--- src/rtl/wb_arbiter.sv ---
// rtl/wb_arbiter.sv - two-source write-back FIFOs with round-robin drain into one register-file write port
module wb_arbiter #(
    parameter int DEPTH  = 4,
    parameter int DATA_W = 32
) (
    input  logic              clk,
    input  logic              rst,
    input  logic              i_a_valid,
    output logic              o_a_ready,
    input  logic [4:0]        i_a_addr,
    input  logic [DATA_W-1:0] i_a_data,
    input  logic              i_b_valid,
    output logic              o_b_ready,
    input  logic [4:0]        i_b_addr,
    input  logic [DATA_W-1:0] i_b_data,
    output logic              o_wen,
    output logic [4:0]        o_rd_addr,
    output logic [DATA_W-1:0] o_rd,
    output logic [31:0]       o_pending,
    output logic              o_idle
);

    localparam int PW = (DEPTH > 1) ? $clog2(DEPTH) : 1;
    localparam int CW = PW + 1;

    // Index 0 is source A, index 1 is source B.
    logic [4:0]        in_addr  [2];
    logic [DATA_W-1:0] in_data  [2];
    logic [1:0]        in_valid;

    logic [4:0]        addr_mem [2][DEPTH];
    logic [DATA_W-1:0] data_mem [2][DEPTH];
    logic [DEPTH-1:0]  vld      [2];
    logic [PW-1:0]     wp       [2];
    logic [PW-1:0]     rp       [2];
    logic [CW-1:0]     cnt      [2];

    logic [1:0]        full;
    logic [1:0]        nonempty;
    logic [1:0]        push;
    logic [1:0]        pop;
    logic              last_b;
    logic [4:0]        head_addr;
    logic [DATA_W-1:0] head_data;

    assign in_addr[0] = i_a_addr;
    assign in_addr[1] = i_b_addr;
    assign in_data[0] = i_a_data;
    assign in_data[1] = i_b_data;
    assign in_valid   = {i_b_valid, i_a_valid};

    always_comb begin
        full     = '0;
        nonempty = '0;
        push     = '0;
        for (int s = 0; s < 2; s++) begin
            full[s]     = (cnt[s] == CW'(DEPTH));
            nonempty[s] = (cnt[s] != '0);
            // Writes to x0 complete the handshake but are dropped here.
            push[s]     = in_valid[s] && !full[s] && (in_addr[s] != 5'd0);
        end
    end

    always_comb begin
        pop    = '0;
        pop[0] = nonempty[0] && (!nonempty[1] || last_b);
        pop[1] = nonempty[1] && !pop[0];
    end

    always_comb begin
        head_addr = addr_mem[1][rp[1]];
        head_data = data_mem[1][rp[1]];
        if (pop[0]) begin
            head_addr = addr_mem[0][rp[0]];
            head_data = data_mem[0][rp[0]];
        end
    end

    always_ff @(posedge clk or posedge rst) begin
        if (rst) begin
            for (int s = 0; s < 2; s++) begin
                wp[s]  <= '0;
                rp[s]  <= '0;
                cnt[s] <= '0;
                vld[s] <= '0;
            end
        end else begin
            for (int s = 0; s < 2; s++) begin
                if (pop[s]) begin
                    vld[s][rp[s]] <= 1'b0;
                    rp[s]         <= rp[s] + 1'b1;
                end
                if (push[s]) begin
                    vld[s][wp[s]] <= 1'b1;
                    wp[s]         <= wp[s] + 1'b1;
                end
                cnt[s] <= cnt[s] + CW'(push[s]) - CW'(pop[s]);
            end
        end
    end

    // Payload storage needs no reset; the valid bits and counts qualify it.
    always_ff @(posedge clk) begin
        for (int s = 0; s < 2; s++) begin
            if (push[s]) begin
                addr_mem[s][wp[s]] <= in_addr[s];
                data_mem[s][wp[s]] <= in_data[s];
            end
        end
    end

    always_ff @(posedge clk or posedge rst) begin
        if (rst) begin
            o_wen     <= 1'b0;
            o_rd_addr <= 5'd0;
            o_rd      <= '0;
            last_b    <= 1'b1;
        end else begin
            o_wen <= |pop;
            if (|pop) begin
                o_rd_addr <= head_addr;
                o_rd      <= head_data;
                last_b    <= pop[1];
            end
        end
    end

    always_comb begin
        o_pending = '0;
        for (int s = 0; s < 2; s++) begin
            for (int i = 0; i < DEPTH; i++) begin
                if (vld[s][i]) begin
                    o_pending[addr_mem[s][i]] = 1'b1;
                end
            end
        end
        if (o_wen) begin
            o_pending[o_rd_addr] = 1'b1;
        end
    end

    assign o_a_ready = !full[0];
    assign o_b_ready = !full[1];
    assign o_idle    = !nonempty[0] && !nonempty[1] && !o_wen;

endmodule

--- config.mk ---
export PLATFORM = sky130hd
export DESIGN_NAME = wb_arbiter
export DESIGN_NICKNAME = d
export VERILOG_FILES = /design/src/rtl/wb_arbiter.sv
export SDC_FILE = /design/constraint.sdc
export NUM_CORES = 1
export LEC_CHECK = 0
export BUFFER_PORTS_ARGS = -buffer_cell sky130_fd_sc_hd__buf_2
export CAP_MARGIN = 40
export CELL_PAD_IN_SITES_DETAIL_PLACEMENT = 1
export CELL_PAD_IN_SITES_GLOBAL_PLACEMENT = 1
export CORE_ASPECT_RATIO = 0.5
export CORE_MARGIN = 1
export CORE_UTILIZATION = 35
export DETAILED_ROUTE_END_ITERATION = 8
export HOLD_SLACK_MARGIN = 0.03
export PLACE_DENSITY = 0.68
export SLEW_MARGIN = 30
export SYNTH_ARGS = -nofsm -noshare
export SYNTH_HDL_FRONTEND = slang
export SYNTH_SLANG_ARGS = --single-unit
--- constraint.sdc ---
create_clock -name clk -period 3.2 [get_ports clk]
set_clock_uncertainty 0.2 [all_clocks]
set_input_delay 0.16 -clock clk [delete_from_list [all_inputs] [get_ports clk]]
set_output_delay 0.16 -clock clk [all_outputs]
set_load 0.005 [all_outputs]
# Yosys cells after proc, flatten, opt, wreduce, memory -nomap -nowiden
# Memories as Yosys holds them, arrays and structs flattened.
# Index checks and enable logic that the tools add are counted.
# classes
n_addsub	8
magnitude_cmp	32
n_eq_ne	2
n_mux	67
bitwise	18
reduce_logical	35
# op_table
operator	n
$mux W32	16
$mux W128	2
$or A32 B32 Y32	8
$bmux W32 S2	2
$demux W32 S2	2
$lt A5 B6 Y1 const B	9
$demux W1 S5	9
$ge A5 B1 Y1 const B	9
$mux W20	2
$mux W5	7
$logic_and A1 B1 Y1	23
$bmux W5 S2	2
$demux W5 S2	2
$mux W4	4
$mux W1	15
$ge A3 B3 Y1 const B	4
$lt A2 B3 Y1 const B	4
$not A2 Y3	4
$reduce_bool A5 Y1	2
$add A2 B1 Y2 const B	4
$and A4 B4 Y4	2
$demux W1 S2	4
$ge A2 B1 Y1 const B	4
$not A4 Y4	2
9 further kinds	20
# word_totals
regBits	61
ramBits	296
wordCells	176
memories	2
# mem_list
name	words	word_bits	rd	rd_clocked_by_memory_dff	wr	line	rtl
data_mem	2	128	2	0	2	32	logic [DATA_W-1:0] data_mem [2][DEPTH];
addr_mem	2	20	2	0	2	31	logic [4:0] addr_mem [2][DEPTH];

# Logic depth before layout (Yosys ltp)
# logic_depth
word_depth	21
mapped_depth	12
depth_no_buf	11

# Least setup slack after synthesis
# Ideal clock, no wire load.
# synth_timing
path_kind	register -> register
from	register cnt[4] in the netlist's numbering
to	register cnt[5] in the netlist's numbering
setup_time_ns	0.124
t_arrival_ns	2.300
required_time_ns	2.876
slack_ns	0.575
path_stages_with_launch	12
cell_sequence	dfrtp_1 -> or3_4 -> o21ai_4 -> inv_2 -> buf_4 -> ha_1 -> inv_1 -> ha_1 -> inv_1 -> fa_1 -> xnor2_1 -> xnor2_1
# synth_between
elab_cells_between_ends	8
classes_between	add/sub: 2; eq/ne: 1; reduce/logical: 5
# synth_rtl
item	line	rtl
start: declaration	36	logic [CW-1:0] cnt [2];
start signal: indexed assignment	97	cnt[s] <= cnt[s] + CW'(push[s]) - CW'(pop[s]);
$reduce_bool A3 Y1	58	nonempty[s] = (cnt[s] != '0);
$logic_and A1 B1 Y1	66	pop[0] = nonempty[0] && (!nonempty[1] || last_b);
net pop[0]	41	logic [1:0] pop;
$sub A3 B1 Y3	97	
# The timed path passes the listed nets, and every way through them passes these cells.
# A chain may end at the register's enable or synchronous reset.

==> flow_summary.yaml <==
critical_path:
  end_kind: "primary output"
  rr_worst_depth: 11
  cp.arrival_ns: 2.54
  crit_type: "flip-flop to primary output"
  timing.rr.end: "cnt[5]"
  start_kind: "flip-flop"
  required_ns: 2.84
  rrSetupSlack_ns: 0.56
  r2r-start: "cnt[4]"
  crit_fanout: 9
layout:
  final_cell_mix: "edfxtp_1 (296), buf_2 (150), o22ai_1 (95)"
  fin_area_um2: 19300
  stdcell_count: 1866
  antenna_cells: 0
  drive_gt1_share_pct: 25.9
  fillers: 4437
  finalNetCount: 1341
  syn2layout_area_growth_pct: 20.5
  final_common_cell: "edfxtp_1"
floorplanning:
  die_height_um: 153
  initial_core_util_pct: 35.5
  io_pins: 151
  die_x_um: 305
  dieArea_um2: 46800
  row_count: 55
  core_area_um2: 45200
clocking:
  insertion_delay_ns: 0.53
  root_buffer: "clkbuf_16"
  clkTransAtPathRegs_ns: 0.07
  cts_resized: 0
  htreeDepth: 2
  cts_num_sinks: 357
  cts_tree: "yes"
  cts_buffers: 36
  cts_buffer_depth: 3
  postCtsSetupRepairBufs: 0
synthesis:
  synth_top_family_by_area: "multiplexers"
  synthAdderAreaFrac_pct: 1.81
  synthSimpleGateAreaFrac_pct: 9.23
  async_flop_share_pct: 17.1
  yosysSeqAreaShare_pct: 64.9
  syn_nets: 1121
  synth_area_um2: 16100
  synth_xor_area_share_pct: 0.436
  synthFlopType: "edfxtp_1"
  synth_cell_types: 47
  synthMuxAreaShare_pct: 10.5
  syn_area_per_cell_um2: 15.7
  synth_compound_area_share_pct: 10.4
  ys_ff_latch: 357
  syn_inst: 1021
  synth_enable_flop_cells: 296
  yosys_warnings: 0
timing:
  setup-tns-final_ns: 0
  rsz0062_at_grt: "no"
  fin_crit_ns: 2.90
  slew_violations: 0
  setup_viol: 0
  worstMarginPinSlew_ns: 0.821
  holdWs_ns: 0.0496
  max_freq_mhz: 345
  hold_viol: 0
  fin_crit_sh_pct: 90.5
  max_slew_margin_pct: 44.8
global_route:
  grtUsageTotal_pct: 22.6
  grt_overflow: 0
  grt_pass1_wl_mm: 78.9
  antenna_found_initial: 0
  grt_max_degree: 42
  grt_pass1_vias: 11800
drt:
  via_count: 11200
  vias_per_cell: 5.99
  routedWlPerCell_um: 28.6
  drc: 0
  wl_mm: 53.3
  drtIter0Drc: 957
  ant_nets: 0
  firstDrtPassIters: 5
place:
  placed_cell_area_um2: 17400
  portBuffers: 150
  place_inst: 1724
  dpl.hpwl_mm: 35.5
  gp_congestion: 0.980
run_status:
  outcome: "completed"
power:
  power_density_nw_per_um2: 913
  p_leak_nw: 6.78
  finalPower_mw: 17.7
  peakVddDrop_v: 0.000404
run:
  drv_cap: 0
worst_hold_path:
  hp-class: "input pin to asynchronous set/reset pin"
report_power, final:
part	switching, mW	internal, mW	leakage, nW	total (mW)
sequential	0.956	6.32	3.42	7.27
clock	1.74	2.41	0.566	4.14
combinational	3.64	2.60	2.78	6.24
flip-flops by register name, indices dropped and copies added (netlist names):
| signal | count |
|---|---|
| cnt | 6 |
| addr_mem | 40 |
| last_b | 1 |
| data_mem | 256 |
| o_rd | 32 |
| vld | 8 |
| o_wen | 1 |
| rp | 4 |
| wp | 4 |
| o_rd_addr | 5 |
cells in the mapped netlist (7+ instances only):
library cell,number,area (µm²)
dfrtp_1,60,1500
nand3_1,10,50.1
a22o_1,8,70.1
inv_1,20,75.1
o211ai_1,22,165
buf_2,21,105
and2_2,8,60.1
clkbuf_1,29,109
or4bb_1,25,282
nand4_1,9,56.3
mux4_2,74,1670
ha_1,20,250
or4b_1,9,90.1
edfxtp_1,296,8890
or2_2,9,56.3
buf_4,7,52.6
o22a_1,22,193
o221ai_1,7,61.3
nor4_1,8,50.1
nand2b_1,18,113
nor2_1,24,90.1
nand2_1,61,229
nor3_1,24,120
a22oi_1,66,495
nand4b_1,27,236
o22ai_1,95,594
xnor2_1,8,70.1
buf_6,8,90.1
worst max path at each step:
stage / depth (start not counted) / slack [ns] / start / end
floorplan: 11 / 0.58 / cnt[4] / cnt[5]
CTS: 12 / 0.36 / i_a_addr[0] / cnt[5]
global route: 12 / 0.21 / i_a_addr[3] / cnt[5]
detailed placement: 11 / 0.39 / i_a_addr[0] / cnt[5]
global placement: 11 / 0.49 / i_a_addr[0] / cnt[5]
finish: 5 / 0.30 / addr_mem[0][9] / o_pending[16]
cell type report:
type | count | area (µm²) | share of cell area (%)
flip-flops and latches | 357 | 10400 | 53.9
inverters | 22 | 82.6 | 0.427
well taps | 598 | 748 | 3.87
repair buffers | 249 | 1730 | 8.95
clock inverters | 16 | 174 | 0.899
multi-input cells | 575 | 5210 | 26.9
clock buffers | 49 | 980 | 5.06
critical path, cell delays in order, from the launching register on:
cell,delay (ns)
edfxtp_1,0.52
or4bb_1,0.39
o22ai_1,0.13
nor4_1,0.46
o221ai_1,0.31
buf_2,0.20
cell families (layout without fill, tap and decap cells):
kind of cell	Yosys count	count (layout)
AOI/OAI and AO/OA	231	231
xor gates and xnor gates	8	8
adders and majority gates	22	22
buffers and inverters	89	336
DFF	357	357
muxes	76	76
and+or+nand+nor	238	238
metrics by stage:
| step | utilization (%) | setup WS [ns] |
|---|---|---|
| 2_1_floorplan | - | 0.575 |
| 3_3_place_gp | 38.5 | 0.489 |
| 3_5_place_dp | 38.5 | 0.385 |
| 6_report | 42.8 | 0.303 |
| 4_1_cts | 42.8 | 0.364 |
| 5_1_grt | 42.8 | 0.206 |
what timing repair did:
| item | in CTS | in global routing |
|---|---|---|
| endpoints found under the setup margin | 0 | 0 |
| endpoints found under the hold margin | 358 | 0 |
| hold buffers | 77 | 0 |
layer usage:
layer / vias to the layer above / global-route usage (%) / share of wire [%] / wire [µm]
li1: 4670 / - / - / -
met1: 5902 / 28.1 / 40 / 21400
met2: 452 / 38.9 / 50 / 26700
met3: 148 / 3.48 / 5.3 / 2850
met4: 0 / 10.8 / 4.4 / 2340
met5: - / 0 / 0 / 0
Power figures use the tool's default switching activity.
